===== config.mk =====
export PLATFORM = sky130hd
export DESIGN_NAME = psum_store_ctrl
export DESIGN_NICKNAME = d
export VERILOG_FILES = /design/src/rtl/psum_store_ctrl.sv
export SDC_FILE = /design/constraint.sdc
export NUM_CORES = 1
export LEC_CHECK = 0
export CAP_MARGIN = 20
export CORE_AREA = 2 2 129 81
export DETAILED_ROUTE_END_ITERATION = 6
export DIE_AREA = 0 0 131 83
export MAX_ROUTING_LAYER = met4
export PLACE_DENSITY = 0.83
export SYNTH_ARGS = -nofsm -noshare
export SYNTH_HDL_FRONTEND = slang
export SYNTH_SLANG_ARGS = --single-unit

===== constraint.sdc =====
create_clock -name i_clk -period 23.1 [get_ports i_clk]
set_input_delay 2.31 -clock i_clk [delete_from_list [all_inputs] [get_ports i_clk]]
set_output_delay 2.31 -clock i_clk [all_outputs]
set_load 0.005 [all_outputs]

===== src/rtl/psum_store_ctrl.sv =====
// Writes one pass of tagged psums from the PE array back to the psum GLB, p innermost then e.
// Optional tag checking is built only when PSUM_STORE_TAG_CHECK_EN is defined.
module psum_store_ctrl #(
  parameter int DATA_W = 16,
  parameter int ADDR_W = 16
) (
  input  logic              i_clk,
  input  logic              i_rst,
  input  logic              i_store_start,
  input  logic [5:0]        i_iter_cnt,
  input  logic [4:0]        i_layer_e,
  input  logic [4:0]        i_layer_p,
  input  logic [3:0]        i_layer_s,
  input  logic [DATA_W-1:0] i_psum_data,
  input  logic [7:0]        i_psum_tag,
  input  logic              i_psum_valid,
  output logic              o_psum_ready,
  output logic              o_psum_glb_we,
  output logic [ADDR_W-1:0] o_psum_glb_wa,
  output logic [DATA_W-1:0] o_psum_glb_wd,
  output logic              o_busy,
  output logic              o_store_done,
  output logic              o_tag_err
);

  localparam int AW = (ADDR_W > 17) ? ADDR_W : 17;

  typedef enum logic [1:0] {S_IDLE, S_STORE, S_DONE} state_t;

  state_t            state_q, state_d;
  logic [4:0]        cnt_p_q, cnt_p_d;
  logic [4:0]        cnt_e_q, cnt_e_d;
  logic [4:0]        p_ext, e_ext;
  logic              last_p, last_e, accept, start_pass;
  logic [AW-1:0]     addr_full;
  logic              we_q;
  logic [ADDR_W-1:0] wa_q;
  logic [DATA_W-1:0] wd_q;
  logic              unused_ok;

  // A zero extent is treated as one beat along that axis.
  assign p_ext      = (i_layer_p == 5'd0) ? 5'd1 : i_layer_p;
  assign e_ext      = (i_layer_e == 5'd0) ? 5'd1 : i_layer_e;
  assign last_p     = (cnt_p_q == 5'(p_ext - 5'd1));
  assign last_e     = (cnt_e_q == 5'(e_ext - 5'd1));
  assign accept     = i_psum_valid & o_psum_ready;
  assign start_pass = (state_q == S_IDLE) & i_store_start;

  assign addr_full = AW'(cnt_p_q) * AW'(e_ext) * AW'(e_ext)
                   + AW'(cnt_e_q) * AW'(e_ext)
                   + AW'(i_iter_cnt);

  always_ff @(posedge i_clk or posedge i_rst) begin
    if (i_rst) begin
      state_q <= S_IDLE;
    end else begin
      state_q <= state_d;
    end
  end

  always_comb begin
    state_d = state_q;
    case (state_q)
      S_IDLE:  if (i_store_start) state_d = S_STORE;
      S_STORE: if (accept && last_p && last_e) state_d = S_DONE;
      S_DONE:  state_d = S_IDLE;
      default: state_d = S_IDLE;
    endcase
  end

  always_comb begin
    o_psum_ready = (state_q == S_STORE);
    o_busy       = (state_q != S_IDLE);
    o_store_done = (state_q == S_DONE);
  end

  always_comb begin
    cnt_p_d = cnt_p_q;
    cnt_e_d = cnt_e_q;
    if (start_pass) begin
      cnt_p_d = 5'd0;
      cnt_e_d = 5'd0;
    end else if (accept) begin
      if (last_p) begin
        cnt_p_d = 5'd0;
        cnt_e_d = last_e ? 5'd0 : 5'(cnt_e_q + 5'd1);
      end else begin
        cnt_p_d = 5'(cnt_p_q + 5'd1);
      end
    end
  end

  always_ff @(posedge i_clk or posedge i_rst) begin
    if (i_rst) begin
      cnt_p_q <= 5'd0;
      cnt_e_q <= 5'd0;
    end else begin
      cnt_p_q <= cnt_p_d;
      cnt_e_q <= cnt_e_d;
    end
  end

  // Address and data hold their last values while no beat is being written.
  always_ff @(posedge i_clk or posedge i_rst) begin
    if (i_rst) begin
      we_q <= 1'b0;
      wa_q <= '0;
      wd_q <= '0;
    end else begin
      we_q <= accept;
      if (accept) begin
        wa_q <= addr_full[ADDR_W-1:0];
        wd_q <= i_psum_data;
      end
    end
  end

  assign o_psum_glb_we = we_q;
  assign o_psum_glb_wa = wa_q;
  assign o_psum_glb_wd = wd_q;

`ifdef PSUM_STORE_TAG_CHECK_EN
  logic tag_err_q;
  logic tag_bad;

  // Column field carries e+1, wrapping at 16.
  assign tag_bad = (i_psum_tag[7:4] != i_layer_s) ||
                   (i_psum_tag[3:0] != 4'(cnt_e_q[3:0] + 4'd1));

  always_ff @(posedge i_clk or posedge i_rst) begin
    if (i_rst) begin
      tag_err_q <= 1'b0;
    end else if (start_pass) begin
      tag_err_q <= 1'b0;
    end else if (accept && tag_bad) begin
      tag_err_q <= 1'b1;
    end
  end

  assign o_tag_err = tag_err_q;
  assign unused_ok = ^{addr_full};
`else
  assign o_tag_err = 1'b0;
  assign unused_ok = ^{addr_full, i_layer_s, i_psum_tag};
`endif

endmodule


==> results.md <==
- CTS tree: built
- Critical Path End Type: flip-flop
- Via count: 4731
- DR WL/cell: 14.8 microns
- Remaining DRCs: 0
- Antenna Violating Nets Remaining: 0
- WS Path Type: in -> reg
- Fin. Hold Viols: 0
- Synth Flop Type: dfrtp_1
- Status: finished clean
- RSZ-0062 raised after global routing: false
- DP HPWL: 10100 microns
- Post-synth cell types: 57
- GPL Wtd Cong: 0.894
- Post-DR vias/cell: 5.49
- Post-synthesis cell count: 673
- Core Rows: 28
- Filler cells: 753
- Clk pin slew, worst setup/hold paths: 70 ps
- TritonCTS buffer count: 5
- Max Clock Freq: 94.5 MHz
- Area grow syn2layout: 15.9%
- Multi-input logic area: 4090 sq um
- Commonest non-fill, non-tap cell in the layout: nand2_1
- Die Footprint: 10900 sq um
- Post-synthesis mux area share: 0.00173
- Die Height: 83 microns
- EDFF count, synth: 0
- Post-route clock skew: 4.02 ps
- Async S/R FF share, synth: 1.00
- Clock Latency Late Sink: 290 ps
- Post-synth net total: 854
- Period utilisation layout: 0.458
- Most frequent cells in the layout: 122 x nand2_1, 107 x inv_1, 71 x clkdlybuf4s50_1
- Setup bufs post-CTS: 0
- Post-CTS resize count: 0
- Tightest Hold Check Type: reg -> reg
- Slew margin rel.: 0.377
- Minimum clock period: 10580 ps
- First-pass DRT Iterations: 4
- Vias in the first global route: 4761
- Syn avg cell area: 8.59 sq um
- Hold Path Stages: 2
- Total GRT Usage: 0.255
- Max Fanout on Critical Path: 24
- Synth Cell Area: 5780 sq um
- Cells on worst reg2reg path: 26
- IO Port Bufs: 71
- Setup violators final: 0
- Antenna violations before repair: 0
- Crit path launch type: input pin
- Grt ovf: 0
- Data arrival, critical path: 10730 ps
- Post-Synth Adder-Cell Area: 0.370
- Htree depth: 2
- Main combinational cell family by area after synthesis: adder cells
- Clk root buf: clkbuf_16
- Synthesized flop and latch total: 45
- First-pass GRT wire length: 22100 microns
- Max-cap violations: 0
- Post-route setup TNS: 0 ps
- Max-slew violation count: 0
- Hold Buf Count CTS: 0
- Register area: 1130 sq um
- Core area: 9630 sq um
- Ports: 85
- Final nets: 906
- Worst slew pin tran: 931 ps
- Synth Area in Compound Gates: 0.0877
- Initial Utilization: 0.600
- Pin count of the biggest net entering global routing: 51
- Worst Path Required: 23250 ps
- Die W: 131 microns
- Initial DRC Count: 277
- Clock tree buffer depth: 2
- Xor and xnor area share after synthesis: 0.0303
- CTS sink cnt: 45
- Final Hold Slack: 473 ps
- Simple-gate portion of the synthesized area: 0.217
- Register area share after synthesis: 0.195
- Syn. warnings: 0
- Final wirelength: 12800 microns
- Antenna Cells: 0
- Share of cells above drive strength 1: 0.0331
-- critical path: stages --
cell             delay [ps]
clkdlybuf4s50_1        1080
nand2_1                 170
fa_1                    520
fa_1                    550
inv_1                    50
fa_1                    490
ha_1                    340
nor2b_1                 140
o21ai_0                 190
a21boi_0                150
o21ai_0                 210
a21boi_0                270
or3b_2                  550
fa_1                    530
inv_1                    50
ha_1                    280
ha_1                    320
fa_1                    530
inv_1                    50
fa_1                    530
inv_1                    40
ha_1                    380
nand4_1                 140
a21oi_1                  70
o41ai_1                 490
xor2_1                  190
o21ai_0                  90
-- cell families (layout without fill, tap and decap cells) --
logic type               after synthesis  count (layout)
XOR/XNOR                              20              20
multiplexers                           1               1
buffers and inverters                139             192
AO/OA/AOI/OAI                         79              79
other                                  1               1
adder cells (fa/ha/maj)              133             133
AND/OR/NAND/NOR                      255             255
flip-flops                            45              45
-- final cells by class --
cell class              instances  area share
clock buffers                   5      0.0187
inverters                     108      0.0605
multi-input cells             489       0.611
repair buffers                 76       0.114
clock inverters                 3     0.00318
flip-flops and latches         45       0.168
well taps                     135      0.0252
-- path summary, 6_finish.rpt --
| path | from | endpoint | slack [ps] |
|---|---|---|---|
| setup reg to reg | cnt_p_q[0] | o_psum_glb_wa[13] | 15070 |
| hold / removal | o_psum_glb_wd[9] | o_psum_glb_wd[9] | 470 |
| max in group asynchronous | i_rst | o_psum_glb_wa[15] | 20450 |
| min in group asynchronous | i_rst | o_psum_glb_wd[4] | 2210 |
| setup / recovery | i_layer_e[3] | o_psum_glb_wa[13] | 12520 |
| hold reg to reg | o_psum_glb_wd[9] | o_psum_glb_wd[9] | 470 |
-- cells in the mapped netlist (2+ instances only) --
master,instances,area share
nand3b_1,4,0.0052
a31oi_1,5,0.0054
buf_4,4,0.0052
clkbuf_1,21,0.014
dfrtp_1,45,0.19
inv_1,108,0.070
nor4_1,2,0.0022
o31ai_1,3,0.0039
nand3_1,8,0.0069
buf_6,3,0.0058
and3b_1,3,0.0045
fa_1,63,0.22
nor2_1,28,0.018
nand4_1,6,0.0065
and3_1,3,0.0032
nand2b_1,6,0.0065
a211oi_1,2,0.0026
xnor2_1,11,0.017
xor2_1,9,0.014
and2_1,29,0.031
a21o_1,5,0.0065
nor3b_1,4,0.0052
nor2b_1,16,0.017
nor4_2,3,0.0065
o22ai_1,2,0.0022
ha_1,70,0.15
buf_2,2,0.0017
o21ai_0,18,0.016
o21a_1,6,0.0078
o31a_1,2,0.0030
nor3_1,12,0.010
nand2_1,122,0.079
a21boi_0,2,0.0026
a21oi_1,23,0.020
-- through the flow --
stage / util / worst slack (ps) / area, sq um / cells
2_1_floorplan: - / 13250 / 5780 / 673
3_3_place_gp: 0.678 / 12430 / 6530 / 852
3_5_place_dp: 0.678 / 12290 / 6530 / 852
4_1_cts: 0.693 / 12540 / 6680 / 860
5_1_grt: 0.695 / 12040 / 6700 / 861
6_report: 0.695 / 12520 / 6700 / 861
-- sequential cells by signal, summed over array words and instances, names as in the netlist --
register,flops
state_q,2
o_psum_glb_we,1
cnt_e_q,5
o_psum_glb_wa,16
cnt_p_q,5
o_psum_glb_wd,16
-- metal layers --
| layer | part of all wire | GRT usage | wire length, microns |
|---|---|---|---|
| met5 | 0 | - | 0 |
| met4 | 0.0048 | 0.0368 | 61 |
| met3 | 0.052 | 0.0393 | 662 |
| met2 | 0.48 | 0.391 | 6120 |
| met1 | 0.46 | 0.369 | 5930 |
Power is not shown: default switching activity piles up to over one toggle a cycle in this logic, so the estimate is an artifact.
